<file path="src/rtl/quiz_pkg.sv">
// Shared quiz-system definitions: round states, player-count decode and player constants.
// Used by the arbiter, scoring and display stages.
package quiz_pkg;

   typedef enum logic [1:0] {
      IDLE   = 2'd0,
      ARMED  = 2'd1,
      LOCKED = 2'd2,
      DONE   = 2'd3
   } state_t;

   localparam int NUM_PLAYERS = 4;

   localparam logic [3:0] PLAYER_ONEHOT [NUM_PLAYERS] = '{4'b0001, 4'b0010, 4'b0100, 4'b1000};

   // Enabled-player mask indexed by {select2, select1}
   localparam logic [3:0] PLAYER_MASK [4] = '{4'b1111, 4'b0011, 4'b0111, 4'b1111};

   // Lowest-numbered player among simultaneous presses wins
   function automatic logic [3:0] lowest_player(input logic [3:0] v);
      lowest_player = '0;
      for (int i = NUM_PLAYERS - 1; i >= 0; i--) begin
         if (v[i]) lowest_player = PLAYER_ONEHOT[i];
      end
   endfunction

endpackage

</file>
<file path="src/rtl/edge_sync.sv">
// Two-flop synchronizer for one raw asynchronous input plus rising-edge detect.
// The rise flag is high during the second cycle after the input is first sampled high.
module edge_sync (
   input  logic clk,
   input  logic rst,
   input  logic din,
   output logic rise
);

   logic meta_reg;
   logic sync_reg;
   logic prev_reg;

   always_ff @(posedge clk or negedge rst) begin
      if (!rst) begin
         meta_reg <= 1'b0;
         sync_reg <= 1'b0;
         prev_reg <= 1'b0;
      end else begin
         meta_reg <= din;
         sync_reg <= meta_reg;
         prev_reg <= sync_reg;
      end
   end

   assign rise = sync_reg & ~prev_reg;

endmodule

</file>
<file path="src/rtl/answer_arbiter.sv">
// Quiz buzzer arbiter: locks the first valid answerer, runs the answer window timer,
// tracks early-press fouls and issues the host verdict pulses.
module answer_arbiter
   import quiz_pkg::*;
#(
   parameter int CLK_HZ     = 100000000,
   parameter int ANSWER_SEC = 9
) (
   input  logic       clk,
   input  logic       rst,
   input  logic       start,
   input  logic [3:0] btn,
   input  logic       judge_yes,
   input  logic       judge_no,
   input  logic       select1,
   input  logic       select2,
   output logic [3:0] answer,
   output logic       getter,
   output logic       Yes,
   output logic       No,
   output logic [3:0] timer_sec,
   output logic       timeout,
   output logic [3:0] foul
);

   localparam int PW = (CLK_HZ > 1) ? $clog2(CLK_HZ) : 1;
   localparam logic [PW-1:0] PRESC_MAX = PW'(CLK_HZ - 1);
   localparam logic [3:0] SEC_LOAD = 4'(ANSWER_SEC);

   state_t        state;
   logic [PW-1:0] presc;
   logic          start_rise;
   logic          yes_rise;
   logic          no_rise;
   logic [3:0]    btn_rise;
   logic [3:0]    press;
   logic [3:0]    valid;
   logic          tick;
   logic          expire;

   edge_sync u_start (.clk(clk), .rst(rst), .din(start),     .rise(start_rise));
   edge_sync u_yes   (.clk(clk), .rst(rst), .din(judge_yes), .rise(yes_rise));
   edge_sync u_no    (.clk(clk), .rst(rst), .din(judge_no),  .rise(no_rise));

   genvar gi;
   generate
      for (gi = 0; gi < NUM_PLAYERS; gi++) begin : g_btn
         edge_sync u_btn (.clk(clk), .rst(rst), .din(btn[gi]), .rise(btn_rise[gi]));
      end
   endgenerate

   assign press  = btn_rise & PLAYER_MASK[{select2, select1}];
   assign valid  = press & ~foul;
   assign tick   = (presc == PRESC_MAX);
   assign expire = tick && (timer_sec <= 4'd1);

   always_ff @(posedge clk or negedge rst) begin
      if (!rst) begin
         state     <= IDLE;
         answer    <= '0;
         getter    <= 1'b0;
         Yes       <= 1'b0;
         No        <= 1'b0;
         timeout   <= 1'b0;
         timer_sec <= '0;
         foul      <= '0;
         presc     <= '0;
      end else begin
         getter  <= 1'b0;
         Yes     <= 1'b0;
         No      <= 1'b0;
         timeout <= 1'b0;
         if (start_rise) begin
            // New question from any state; an abort gives no verdict
            state     <= ARMED;
            getter    <= 1'b1;
            answer    <= '0;
            timer_sec <= SEC_LOAD;
            presc     <= '0;
            // Fouls made while waiting carry into this round; a resolved round wipes them
            case (state)
               IDLE:    foul <= foul | press;
               DONE:    foul <= '0;
               default: ;
            endcase
         end else begin
            case (state)
               IDLE: foul <= foul | press;
               ARMED: begin
                  if (|valid) begin
                     state     <= LOCKED;
                     answer    <= lowest_player(valid);
                     timer_sec <= SEC_LOAD;
                     presc     <= '0;
                  end else if (tick) begin
                     presc <= '0;
                     if (expire) begin
                        timer_sec <= '0;
                        timeout   <= 1'b1;
                        answer    <= '0;
                        state     <= IDLE;
                     end else begin
                        timer_sec <= timer_sec - 4'd1;
                     end
                  end else begin
                     presc <= presc + 1'b1;
                  end
               end
               LOCKED: begin
                  // Conflicting verdicts in one cycle are both dropped
                  if (yes_rise ^ no_rise) begin
                     Yes   <= yes_rise;
                     No    <= no_rise;
                     state <= DONE;
                  end else if (tick) begin
                     presc <= '0;
                     if (expire) begin
                        timer_sec <= '0;
                        No        <= 1'b1;
                        state     <= DONE;
                     end else begin
                        timer_sec <= timer_sec - 4'd1;
                     end
                  end else begin
                     presc <= presc + 1'b1;
                  end
               end
               DONE: ;
            endcase
         end
      end
   end

endmodule

</file>
<file path="config.mk">
export PLATFORM = sky130hd
export DESIGN_NAME = answer_arbiter
export DESIGN_NICKNAME = d
export VERILOG_FILES = /design/src/rtl/quiz_pkg.sv /design/src/rtl/edge_sync.sv /design/src/rtl/answer_arbiter.sv
export SDC_FILE = /design/constraint.sdc
export NUM_CORES = 1
export LEC_CHECK = 0
export ABC_AREA = 1
export BUFFER_PORTS_ARGS = -buffer_cell sky130_fd_sc_hd__clkbuf_2
export CORE_ASPECT_RATIO = 0.9
export CORE_MARGIN = 3
export CORE_UTILIZATION = 50
export CTS_BUF_LIST = sky130_fd_sc_hd__clkbuf_2
export DETAILED_ROUTE_END_ITERATION = 10
export PLACE_DENSITY_LB_ADDON = 0.08
export SLEW_MARGIN = 10
export SYNTH_ARGS = -nofsm -noshare
export SYNTH_HDL_FRONTEND = slang
export SYNTH_SLANG_ARGS = --single-unit
</file>
<file path="constraint.sdc">
create_clock -name clk -period 1.65 [get_ports clk]
set_input_delay 0.33 -clock clk [delete_from_list [all_inputs] [get_ports clk]]
set_output_delay 0.33 -clock clk [all_outputs]
set_load 0.02 [all_outputs]
</file>
==> metrics.cfg <==
[sta]
setup_violations = 31
worst_pin_slew_ns = 0.4983
maxSlewViolCount = 0
max-slew-margin-rel = 0.6660
min_period_ns = 1.832
hold_slack_ns = 0.2040
clock_skew_ns = 0.02368
worst_slack_ns = -0.1817
max_clock_freq_ghz = 0.5459
timing.final.crit_share = 1.110
rsz0062_at_grt = true
hold_viol = 0

[floorplan]
design.core.area_um2 = 6250
start_util = 0.5269
rows = 27
pin_count = 27
die_area_um2 = 7597
die_y_um = 82.99
die_w_um = 91.55

[setup_path]
reg2reg_depth = 12
crit_end = presc[7]
cp_cell_sequence = inv_1, nor2_2, inv_2, ha_4, nand2_4, nand2_4, nor2_4, nor2_4, buf_4, buf_4, xor2_2, nor2_1
end_kind = flop
critPathKind = flop to flop
critPathLaunchType = flop
worstPathRequired_ns = 2.13
cp_slowest_cell = dfrtp_1
max_stage_delay_ns = 0.39
reg2reg_from = u_no.sync_reg
crit_path_start = u_no.sync_reg
arrival_ns = 2.31
rrSetupSlack_ns = -0.18
regToRegEndpoint = presc[7]
path_max_fanout = 5

[finish]
syn_to_final_growth_pct = 32.10
largest_reg_flops = 27
final_cell_mix = nand2_1 (74), dfrtp_1 (66), nor2_1 (51)
final_common_cell = nand2_1
fillers = 484
largest_register = presc
fin_cells = 567
diodes = 0
nets = 495
drive_gt1_frac = 0.3125

[route]
num_vias = 2777
wl_per_cell_um = 12.72
ant_nets = 0
wl_um = 7210
avgViaCountPerCell = 4.898
initialDrtViolationCount = 93
detail_route.first_pass.iterations = 4
drcViolationCount = 0

[cts]
cts_max_path_buffers = 2
numCtsBuffers = 9
cts_max_level = 3
clock_sinks = 66
cts_root_buf = clkbuf_2
cts_tree = done
clkTransAtPathRegs_ns = 0.21
clock_latency_ns = 0.54

[global_route]
grt_antenna_before_repair = 0
grt_pass1_wl_um = 12340
track_usage = 0.2030
grt_max_degree = 67
overflow = 0
grt_pass1_vias = 2710

[yosys]
synth_edf_count = 0
synthesis.nets = 405
yosysUniqueCellTypes = 31
syn_area_um2 = 3293
yosys_warnings = 0
yosysTopAreaCell = dfrtp_1
synth_area_leaders = dfrtp_1 (50%), nand2_1 (9.5%), nor2_1 (6.6%), inv_1 (5.6%), nand3_1 (5.2%)
synth_cells = 385
yosysTopAreaCellShare = 0.5015
post_synth.cell_area_avg_um2 = 8.554
synth_flop_cell = dfrtp_1
ys_ff_latch = 66
synthArstFlopShare = 1.000
seq_area_frac_synth = 0.5015

[placement]
gp_congestion = 0.8598
place_ws_ns = -0.2022
dp.cells = 530
dp_hpwl_um = 4849
port_buffers = 26

[worst_hold_path]
worstHoldStart = select1
hp-class = primary input to flop

[power]
pwr_density_cell_nw_per_um2 = 1090
ir_worst_vdd_uv = 678.3
p_leak_uw = 0.002140

[job]
maxCapViolations = 0

[run_status]
failed_checks = setup timing
status = finished, violations left

## cells by family after synthesis
kind of cell	share of synthesized area
AND/OR/NAND/NOR	0.3203
flip-flops	0.5015
buffers and inverters	0.06801
AO/OA/AOI/OAI	0.03344
XOR/XNOR	0.04255
adder cells (fa/ha/maj)	0.03420
## routing by layer
| metal | GRT usage | up-vias | share of wire | wire (um) |
|---|---|---|---|---|
| met5 | 0 | - | 0 | 0 |
| met4 | 0.07397 | 0 | 0.022 | 159 |
| met3 | 0.05525 | 21 | 0.049 | 350 |
| met2 | 0.2926 | 60 | 0.43 | 3135 |
| met1 | 0.2928 | 1293 | 0.49 | 3564 |
| li1 | - | 1403 | - | - |
## timing repair
action,CTS,global route
endpoints found under the setup margin,37,43
hold buffers,8,0
gates resized for setup,18,31
cloned,0,0
endpoints found under the hold margin,73,0
setup buffers,8,6
pin swaps,12,17
## cell usage after synthesis, types with 2 or more instances
cell / count
o21ai_0: 6
buf_6: 2
inv_1: 49
nor2_1: 58
nor3b_1: 2
dfrtp_1: 66
buf_2: 2
a21oi_1: 8
ha_1: 9
nor3_1: 4
nand2_2: 5
xor2_1: 13
inv_2: 2
nor2_2: 7
nand3_1: 34
nand3_4: 2
nand3_2: 2
nand4_1: 14
nand2_1: 83
xnor2_1: 3
nor2_4: 4
## through the flow
step | util | area, um2 | setup TNS [ns] | power, uW
5_1_grt | 0.6961 | 4350 | -7.165 | 5030
4_1_cts | 0.6693 | 4183 | -1.578 | 4610
6_report | 0.6961 | 4350 | -3.134 | 4744
2_1_floorplan | - | 3326 | 0 | 2746
3_5_place_dp | 0.6124 | 3827 | -3.521 | 3291
3_3_place_gp | 0.6124 | 3827 | -2.855 | 3253
## cell type report
class | instances | area [um2] | area share
sequential | 66 | 1652 | 0.3796
timing repair buffer | 83 | 624.3 | 0.1435
tap | 87 | 108.9 | 0.02502
clock buffer | 9 | 45.04 | 0.01035
clock inverter | 7 | 107.6 | 0.02473
multi-input combinational | 264 | 1619 | 0.3722
inverter | 51 | 193.9 | 0.04458
## critical path, delay by kind of cell (launching register included)
| family | cells | cell delay [ns] |
|---|---|---|
| flops | 1 | 0.39 |
| xor+xnor | 1 | 0.13 |
| buf+inv | 4 | 0.38 |
| fa+ha+maj | 1 | 0.22 |
| simple gates | 6 | 0.65 |
## power by group
| group | internal, uW | switching [uW] |
|---|---|---|
| Combinational | 691 | 991 |
| Clock | 533 | 674 |
| Sequential | 1760 | 92.1 |
| Total | 2990 | 1760 |
## worst min-delay path by stage
stage,endpoint,cells past startpoint
finish,foul[2],5
global route,foul[2],5
CTS,foul[2],5
detailed placement,u_no.sync_reg,0
global placement,g_btn[3].u_btn.sync_reg,0
floorplan,No,0
Note: power is estimated with default switching activity, not from simulation.
